===== src/rtl/timer_pkg.sv =====
// rtl/timer_pkg.sv - shared command, state and mode types for the timer bank
package timer_pkg;

    typedef enum logic [1:0] {
        CMD_NOP           = 2'd0,
        CMD_LOAD_ONESHOT  = 2'd1,
        CMD_LOAD_PERIODIC = 2'd2,
        CMD_STOP          = 2'd3
    } timer_cmd_e;

    typedef enum logic {
        ST_IDLE = 1'b0,
        ST_RUN  = 1'b1
    } timer_state_e;

    typedef enum logic {
        MODE_ONESHOT  = 1'b0,
        MODE_PERIODIC = 1'b1
    } timer_mode_e;

endpackage


===== src/rtl/timer_channel.sv =====
// rtl/timer_channel.sv - one timer channel: run/idle FSM, counter, compare, pulse and sticky flag
module timer_channel
    import timer_pkg::*;
#(
    parameter int CNT_W = 32
) (
    input  logic             clk,
    input  logic             rst,
    input  logic             tick_i,
    input  logic [1:0]       cmd_i,
    input  logic [CNT_W-1:0] cfg_val_i,
    input  logic             irq_clr_i,
    output logic             pulse_o,
    output logic             busy_o,
    output logic             pending_o
);

    timer_cmd_e   cmd;
    timer_state_e state_q;
    timer_mode_e  mode_q;
    logic [CNT_W-1:0] count_q;
    logic [CNT_W-1:0] compare_q;
    logic             pulse_q;
    logic             pending_q;

    assign cmd = timer_cmd_e'(cmd_i);

    // Channel FSM; an incoming command takes priority over an expiry in the same cycle.
    always_ff @(posedge clk or negedge rst) begin
        if (!rst) begin
            state_q   <= ST_IDLE;
            mode_q    <= MODE_ONESHOT;
            count_q   <= '0;
            compare_q <= '0;
            pulse_q   <= 1'b0;
            pending_q <= 1'b0;
        end else begin
            pulse_q   <= 1'b0;
            pending_q <= pending_q & ~irq_clr_i;
            case (cmd)
                CMD_LOAD_ONESHOT, CMD_LOAD_PERIODIC: begin
                    count_q   <= '0;
                    compare_q <= cfg_val_i;
                    mode_q    <= (cmd == CMD_LOAD_PERIODIC) ? MODE_PERIODIC : MODE_ONESHOT;
                    state_q   <= ST_RUN;
                end
                CMD_STOP: begin
                    if (state_q == ST_RUN) begin
                        state_q <= ST_IDLE;
                        count_q <= '0;
                    end
                end
                default: begin
                    if (state_q == ST_RUN && tick_i) begin
                        if (count_q >= compare_q) begin
                            // Expiry: set wins over a coincident clear.
                            pulse_q   <= 1'b1;
                            pending_q <= 1'b1;
                            count_q   <= '0;
                            if (mode_q == MODE_ONESHOT) begin
                                state_q <= ST_IDLE;
                            end
                        end else begin
                            count_q <= count_q + 1'b1;
                        end
                    end
                end
            endcase
        end
    end

    assign pulse_o   = pulse_q;
    assign busy_o    = (state_q == ST_RUN);
    assign pending_o = pending_q;

endmodule


===== src/rtl/timer_bank.sv =====
// rtl/timer_bank.sv - multi-channel timer with shared prescaler and aggregated interrupt
module timer_bank
    import timer_pkg::*;
#(
    parameter int NUM_CH  = 4,
    parameter int CNT_W   = 32,
    parameter int PRESC_W = 8,
    localparam int CH_W   = (NUM_CH > 1) ? $clog2(NUM_CH) : 1
) (
    input  logic               clk,
    input  logic               rst,
    input  logic               cfg_we,
    input  logic [CH_W-1:0]    cfg_ch,
    input  logic [1:0]         cfg_cmd,
    input  logic [CNT_W-1:0]   cfg_val,
    input  logic [PRESC_W-1:0] presc_div,
    input  logic [NUM_CH-1:0]  irq_clr,
    output logic [NUM_CH-1:0]  timer_pulse,
    output logic [NUM_CH-1:0]  timer_busy,
    output logic [NUM_CH-1:0]  irq_pending,
    output logic               irq
);

    logic [PRESC_W-1:0] presc_cnt_q;
    logic [PRESC_W-1:0] presc_cnt_d;
    logic               tick;
    logic [31:0]        cfg_ch_ext;
    logic               cmd_valid;

    // Compare with >= so that lowering presc_div mid-count ticks right away.
    assign tick = (presc_cnt_q >= presc_div);

    // Prescaler next state: wrap to zero on tick, otherwise count up.
    always_comb begin
        presc_cnt_d = presc_cnt_q + 1'b1;
        if (tick) begin
            presc_cnt_d = '0;
        end
    end

    // Free-running prescaler register shared by all channels.
    always_ff @(posedge clk or negedge rst) begin
        if (!rst) begin
            presc_cnt_q <= '0;
        end else begin
            presc_cnt_q <= presc_cnt_d;
        end
    end

    // Commands aimed past the last channel are dropped here.
    assign cfg_ch_ext = 32'(cfg_ch);
    assign cmd_valid  = cfg_we && (cfg_ch_ext < 32'(NUM_CH));

    for (genvar i = 0; i < NUM_CH; i++) begin : g_ch
        logic [1:0] ch_cmd;

        assign ch_cmd = (cmd_valid && cfg_ch_ext == 32'(i)) ? cfg_cmd : 2'(CMD_NOP);

        timer_channel #(
            .CNT_W (CNT_W)
        ) u_channel (
            .clk       (clk),
            .rst       (rst),
            .tick_i    (tick),
            .cmd_i     (ch_cmd),
            .cfg_val_i (cfg_val),
            .irq_clr_i (irq_clr[i]),
            .pulse_o   (timer_pulse[i]),
            .busy_o    (timer_busy[i]),
            .pending_o (irq_pending[i])
        );
    end

    assign irq = |irq_pending;

endmodule

===== config.mk =====
export PLATFORM = sky130hd
export DESIGN_NAME = timer_bank
export DESIGN_NICKNAME = d
export VERILOG_FILES = /design/src/rtl/timer_pkg.sv /design/src/rtl/timer_channel.sv /design/src/rtl/timer_bank.sv
export SDC_FILE = /design/constraint.sdc
export NUM_CORES = 1
export LEC_CHECK = 0
export ABC_CLOCK_PERIOD_IN_PS = 3250
export BUFFER_PORTS_ARGS = -buffer_cell sky130_fd_sc_hd__buf_2
export CAP_MARGIN = 5
export CORE_ASPECT_RATIO = 1.4
export CORE_MARGIN = 2
export CORE_UTILIZATION = 41
export DETAILED_ROUTE_END_ITERATION = 10
export GPL_ROUTABILITY_DRIVEN = 0
export SETUP_SLACK_MARGIN = 0.3
export SLEW_MARGIN = 0
export SYNTH_ARGS = -nofsm -noshare
export SYNTH_HDL_FRONTEND = slang
export SYNTH_HIERARCHICAL = 1
export SYNTH_SLANG_ARGS = --single-unit

===== constraint.sdc =====
create_clock -name clk -period 3.25 [get_ports clk]
set_input_delay 0.65 -clock clk [delete_from_list [all_inputs] [get_ports clk]]
set_output_delay 0.65 -clock clk [all_outputs]
set_load 0.02 [all_outputs]

Word-level counts from Yosys, hierarchy flattened
Index checks and enable logic that the tools add are counted.

Output and inout port bits: 13. Logic and storage cells: 167. Bits in registers: 280. Bits of input ports: 51.

Multiplexer cells: 65. $add $sub $neg: 5. Order comparisons: 6. Equal/unequal tests: 23. Bitwise operators: 8. Reduce and logical (&&, ||, !) cells: 35.

Operator list (count): $mux 32 (12); $pmux 32 s2 (4); $add 32x1->32 const B (4); $ge 32x32->1 (4); $mux 1 (40); $logic_not 32->1 (1); $reduce_bool 3->1 (8); $eq 2x2->1 const B (10); $ne 3x3->1 const B (4); $reduce_and 3->1 (4); $reduce_or 3->1 (4); $eq 2x1->1 const B (5); $logic_and 1x1->1 (9); $add 8x1->8 const B (1); $ge 8x8->1 (1); $mux 2 (4); $mux 8 (1); $ne 2x1->1 const B (4); $pmux 1 s2 (4); $reduce_and 2->1 (4); $reduce_or 2->1 (4); $and 1x1->1 (4); $not 1->1 (4); $reduce_or 4->1 (1); $lt 2x3->1 const B (1).

Logic depth before layout (Yosys ltp)
Depth in word-level cells: 8. Depth in mapped cells: 11. Depth with buffers taken out: 10.

Cells and area by module
Netlist, hierarchy kept.

Modules (own cells, without submodules): timer_channel at g_ch[0].u_channel ... (instances 2, sequential area each 1701.6 µm², area an instance 4057.6 µm², cells an instance 451); timer_channel at g_ch[1].u_channel (instances 1, sequential area each 1701.6 µm², area an instance 4017.6 µm², cells an instance 444); timer_channel at g_ch[3].u_channel (instances 1, sequential area each 1701.6 µm², area an instance 3942.5 µm², cells an instance 438); timer_bank (instances 1, sequential area each 200.2 µm², area an instance 619.3 µm², cells an instance 68).

Least setup slack after synthesis
OpenSTA, ideal clock, no wires.

Path type: input to register. From: input presc_div[7]. To: register g_ch[1].u_channel.count_q[4]. Setup slack: 0.193 ns. Buffers on the path: 1. Arrival time: 2.931 ns. Cell stages on the path: 11. Data required time: 3.124 ns. Cell sequence: inv_1 -> ha_1 -> and3_1 -> a221oi_2 -> o21ai_2 -> o21a_1 -> a21oi_1 -> nand4b_1 -> clkbuf_1 -> nor4_1 -> a311o_1.

Word-level cells in the longest chain between the ends: 4.

Ends and longest elaborated chain: start: declaration (RTL line timer_bank.sv:16) `input logic [PRESC_W-1:0] presc_div,`; $ge 8x8->1 (RTL line timer_bank.sv:31) `assign tick = (presc_cnt_q >= presc_div);`; via tick (RTL line timer_bank.sv:26) `logic tick;`; $logic_and 1x1->1 (RTL line timer_channel.sv:54) `if (state_q == ST_RUN && tick_i) begin`; $reduce_bool 3->1 (no line); $reduce_and 2->1 (no line); end signal: assignment (RTL line timer_channel.sv:64) `count_q <= count_q + 1'b1;`; end: declaration (RTL line timer_channel.sv:21) `logic [CNT_W-1:0] count_q;`.

The timed path passes the listed nets, and every way through them passes these cells. A chain may end at the register's enable or synchronous reset.

Worst setup path after layout
From: register presc_cnt_q[5]. To: register g_ch[1].u_channel.count_q[22].

Word-level cells in the longest chain between the ends: 4.

Ends and longest elaborated chain: start: declaration (RTL line timer_bank.sv:24) `logic [PRESC_W-1:0] presc_cnt_q;`; start signal: assignment (RTL line timer_bank.sv:46) `presc_cnt_q <= presc_cnt_d;`; $ge 8x8->1 (RTL line timer_bank.sv:31); via tick (RTL line timer_bank.sv:26); $logic_and 1x1->1 (RTL line timer_channel.sv:54); $reduce_bool 3->1 (no line); $reduce_and 2->1 (no line).

The timed path passes the listed nets, and every way through them passes these cells.

==> flow_metrics.tcl <==
set metrics [dict create \
    dp_cells 2438 \
    place_ws_ns -0.03361 \
    core_mm2 0.04028 \
    fmax_ghz 0.3500 \
    holdBufCountCts 0 \
    via_per_inst 5.661 \
    vias 14150 \
    synthesis.nets 2056 \
    io_pins 64 \
    h-tree-depth 1 \
    peakVddDrop_v 0.0003679 \
    skew_ns 0.008498 \
    synth-seq-cells 280 \
    criticalPathCategory "flop to flop" \
    maxCapViolCount 0 \
    yosys-top-cells-area "dfrtp_1, ha_1, nand2_1" \
    ys_warn_count 6 \
    worst_slew_pin_slew_ns 0.8108 \
    yosysMostFrequentCell "nand2_1" \
    cts_sinks 280 \
    final_layout_size_suffix_gt1_frac 0.1522 \
    fin_util 0.4744 \
    cp-start-kind "flop" \
    cp-end-kind "flop" \
    chipHeight_um 242.8 \
    clock_latency_ns 0.56 \
    row_count 87 \
    setup_slack_ns 0.3933 \
    drtAntennaViolNets 0 \
    netlist_area_mm2 0.01669 \
    synth.avg_cell_area_um2 9.014 \
    post-route-drc-count 0 \
    p_per_area_mw_per_mm2 588.5 \
    p_leak_nw 8.656 \
    grt-ovfl-total 0 \
    die_w_um 174.5 \
    synth_edf_count 0 \
    cts_root_buf "clkbuf_16" \
    antenna_found_initial 0 \
    cts.path.max_buffers 3 \
    area_delta_synth_final_pct 14.46 \
    crit_required_ns 3.69 \
    synth_top_area_frac 0.4197 \
    die_area_mm2 0.04237 \
    dr.pass1.iters 6 \
    antennaDiodeCount 0 \
    synthArstFlopShare 1.000 \
    seq_area_frac_synth 0.4197 \
    track_usage 0.2224 \
    drtIter0Drc 1019 \
    finalSetupViolCount 0 \
    grt_max_degree 82 \
    routed_wl_um 47290 \
    final-hold-violation-count 0 \
    syn_inst 1852 \
    port_buffers 63 \
    rsz0062_at_grt "true" \
    final_cell_count_no_fill 2499 \
    finalCriticalPeriod_ns 2.857 \
    synth_common_cells "nand2_1, dfrtp_1, o21ai_0" \
    cts_made_buffers 29 \
    holdWs_ns 0.08057 \
    crit_arrival_ns 3.30 \
    synth_area_leader_cell "dfrtp_1" \
    path_max_fanout 15 \
    hold_path.class "input pin to async pin" \
    cts.clk_slew.worst_paths_ns 0.06 \
    slew_headroom 0.4545 \
    drv_slew 0 \
    synth_flop_cell "dfrtp_1" \
    finalCritPeriodShare 0.8790 \
    grt_pass1_wl_um 75580 \
    cts_tree "yes" \
    wl_per_cell_um 18.92 \
    finalNetCount 2150 \
    status "finished, final reports clean" \
    start_util 0.4145 \
    dp_hpwl_um 33810 \
    grt_pass1_vias 13900 \
    power_mw 11.25 \
    synth.distinct_cells 78 \
]
[kinds of logic after synthesis]
group	count (synthesis)	synth area share
xor+xnor	6	0.003148
buf+inv	252	0.05958
compound gates	494	0.2086
mux	9	0.005996
simple gates	658	0.1883
flops	280	0.4197
fa+ha+maj	153	0.1147
[flip-flops by register name, summed over array words and instances (netlist names)]
register and cells:
g_ch.u_channel/busy_o 4, g_ch.u_channel/mode_q 4, g_ch.u_channel/count_q 128, presc_cnt_q 8, g_ch.u_channel/compare_q 128, g_ch.u_channel/pending_o 4, g_ch.u_channel/pulse_o 4
[stage by stage]
step	setup TNS [ns]	area [µm²]
detailed placement	-0.04152	17990
global placement	-0.01449	17990
global route	0	19110
floorplan	0	16720
CTS	0	18940
finish	0	19110
[power by group]
group          total (mW)  internal, mW  leakage, nW  switching, mW
Sequential           4.55          4.09         3.57          0.459
Clock                3.33          1.91        0.466           1.42
Combinational        3.37          1.35         4.63           2.02
Total                11.2          7.35         8.66           3.90
[critical path, stage by stage, from the launching register on]
cell and delay [ns]:
dfrtp_1 0.41, ha_1 0.27, and3_1 0.20, a221oi_2 0.35
o21ai_4 0.14, buf_4 0.16, o21a_1 0.18, a21oi_2 0.21
nand4b_1 0.18, buf_4 0.24, nor4_1 0.07, a311o_1 0.31
[layer usage]
layer / routed length, µm / global-route usage / up-vias / share of wire
li1: - / - / 6897 / -
met1: 20780 / 0.2870 / 6846 / 0.44
met2: 22990 / 0.3850 / 323 / 0.49
met3: 1878 / 0.02052 / 81 / 0.040
met4: 1633 / 0.08578 / 0 / 0.035
met5: 0 / 0 / - / 0
[final cells by class]
class,count,area (µm²)
Timing Repair Buffer,135,998.5
Inverter,180,675.6
Multi-Input combinational cell,1320,8830
Tap cell,534,668.1
Clock buffer,43,868.3
Fill cell,3836,21170
Clock inverter,7,60.06
Sequential cell,280,7008
[cells in the final DEF (no fill, tap or decap), types with 6 or more instances in the layout]
master,count
nand3_1,79
and3_1,16
o21ai_1,7
nor4b_1,6
a31o_1,12
buf_4,60
clkbuf_8,9
o41ai_1,64
buf_2,62
clkbuf_16,29
o31ai_1,8
ha_1,149
clkinv_2,6
mux2_2,8
a21oi_1,51
o21ai_0,181
nand2b_1,13
nor3_1,34
inv_1,178
a311o_1,8
and2_1,17
o311ai_0,10
nand2_1,298
nor4_1,13
o2bb2ai_1,6
nor2b_1,11
and4_1,10
a21o_1,13
nand4_1,44
a31o_2,54
buf_12,10
a211o_1,7
nor2_1,75
a22o_1,16
dfrtp_1,279
[path summary, 6_finish.rpt]
kind                                                   to  depth (start not counted)           start  slack [ns]
max                         g_ch[1].u_channel/count_q[22]                         11  presc_cnt_q[5]        0.39
min                        g_ch[2].u_channel/compare_q[9]                          1             rst        0.08
max reg2reg                 g_ch[1].u_channel/count_q[22]                         11  presc_cnt_q[5]        0.39
min reg2reg                                presc_cnt_q[0]                          1  presc_cnt_q[0]        0.48
max in group asynchronous   g_ch[0].u_channel/count_q[13]                          2             rst        2.32
min in group clk              g_ch[2].u_channel/pending_o                          2      irq_clr[2]        0.27
[timing repair]
item | 4_1_cts | 5_1_grt
pin swaps | 0 | 8
gates resized for setup | 4 | 15
setup buffers | 0 | 11
setup endpoints to repair | 36 | 63
gates cloned | 0 | 0
No activity file was read; power rests on OpenSTA's default activity.
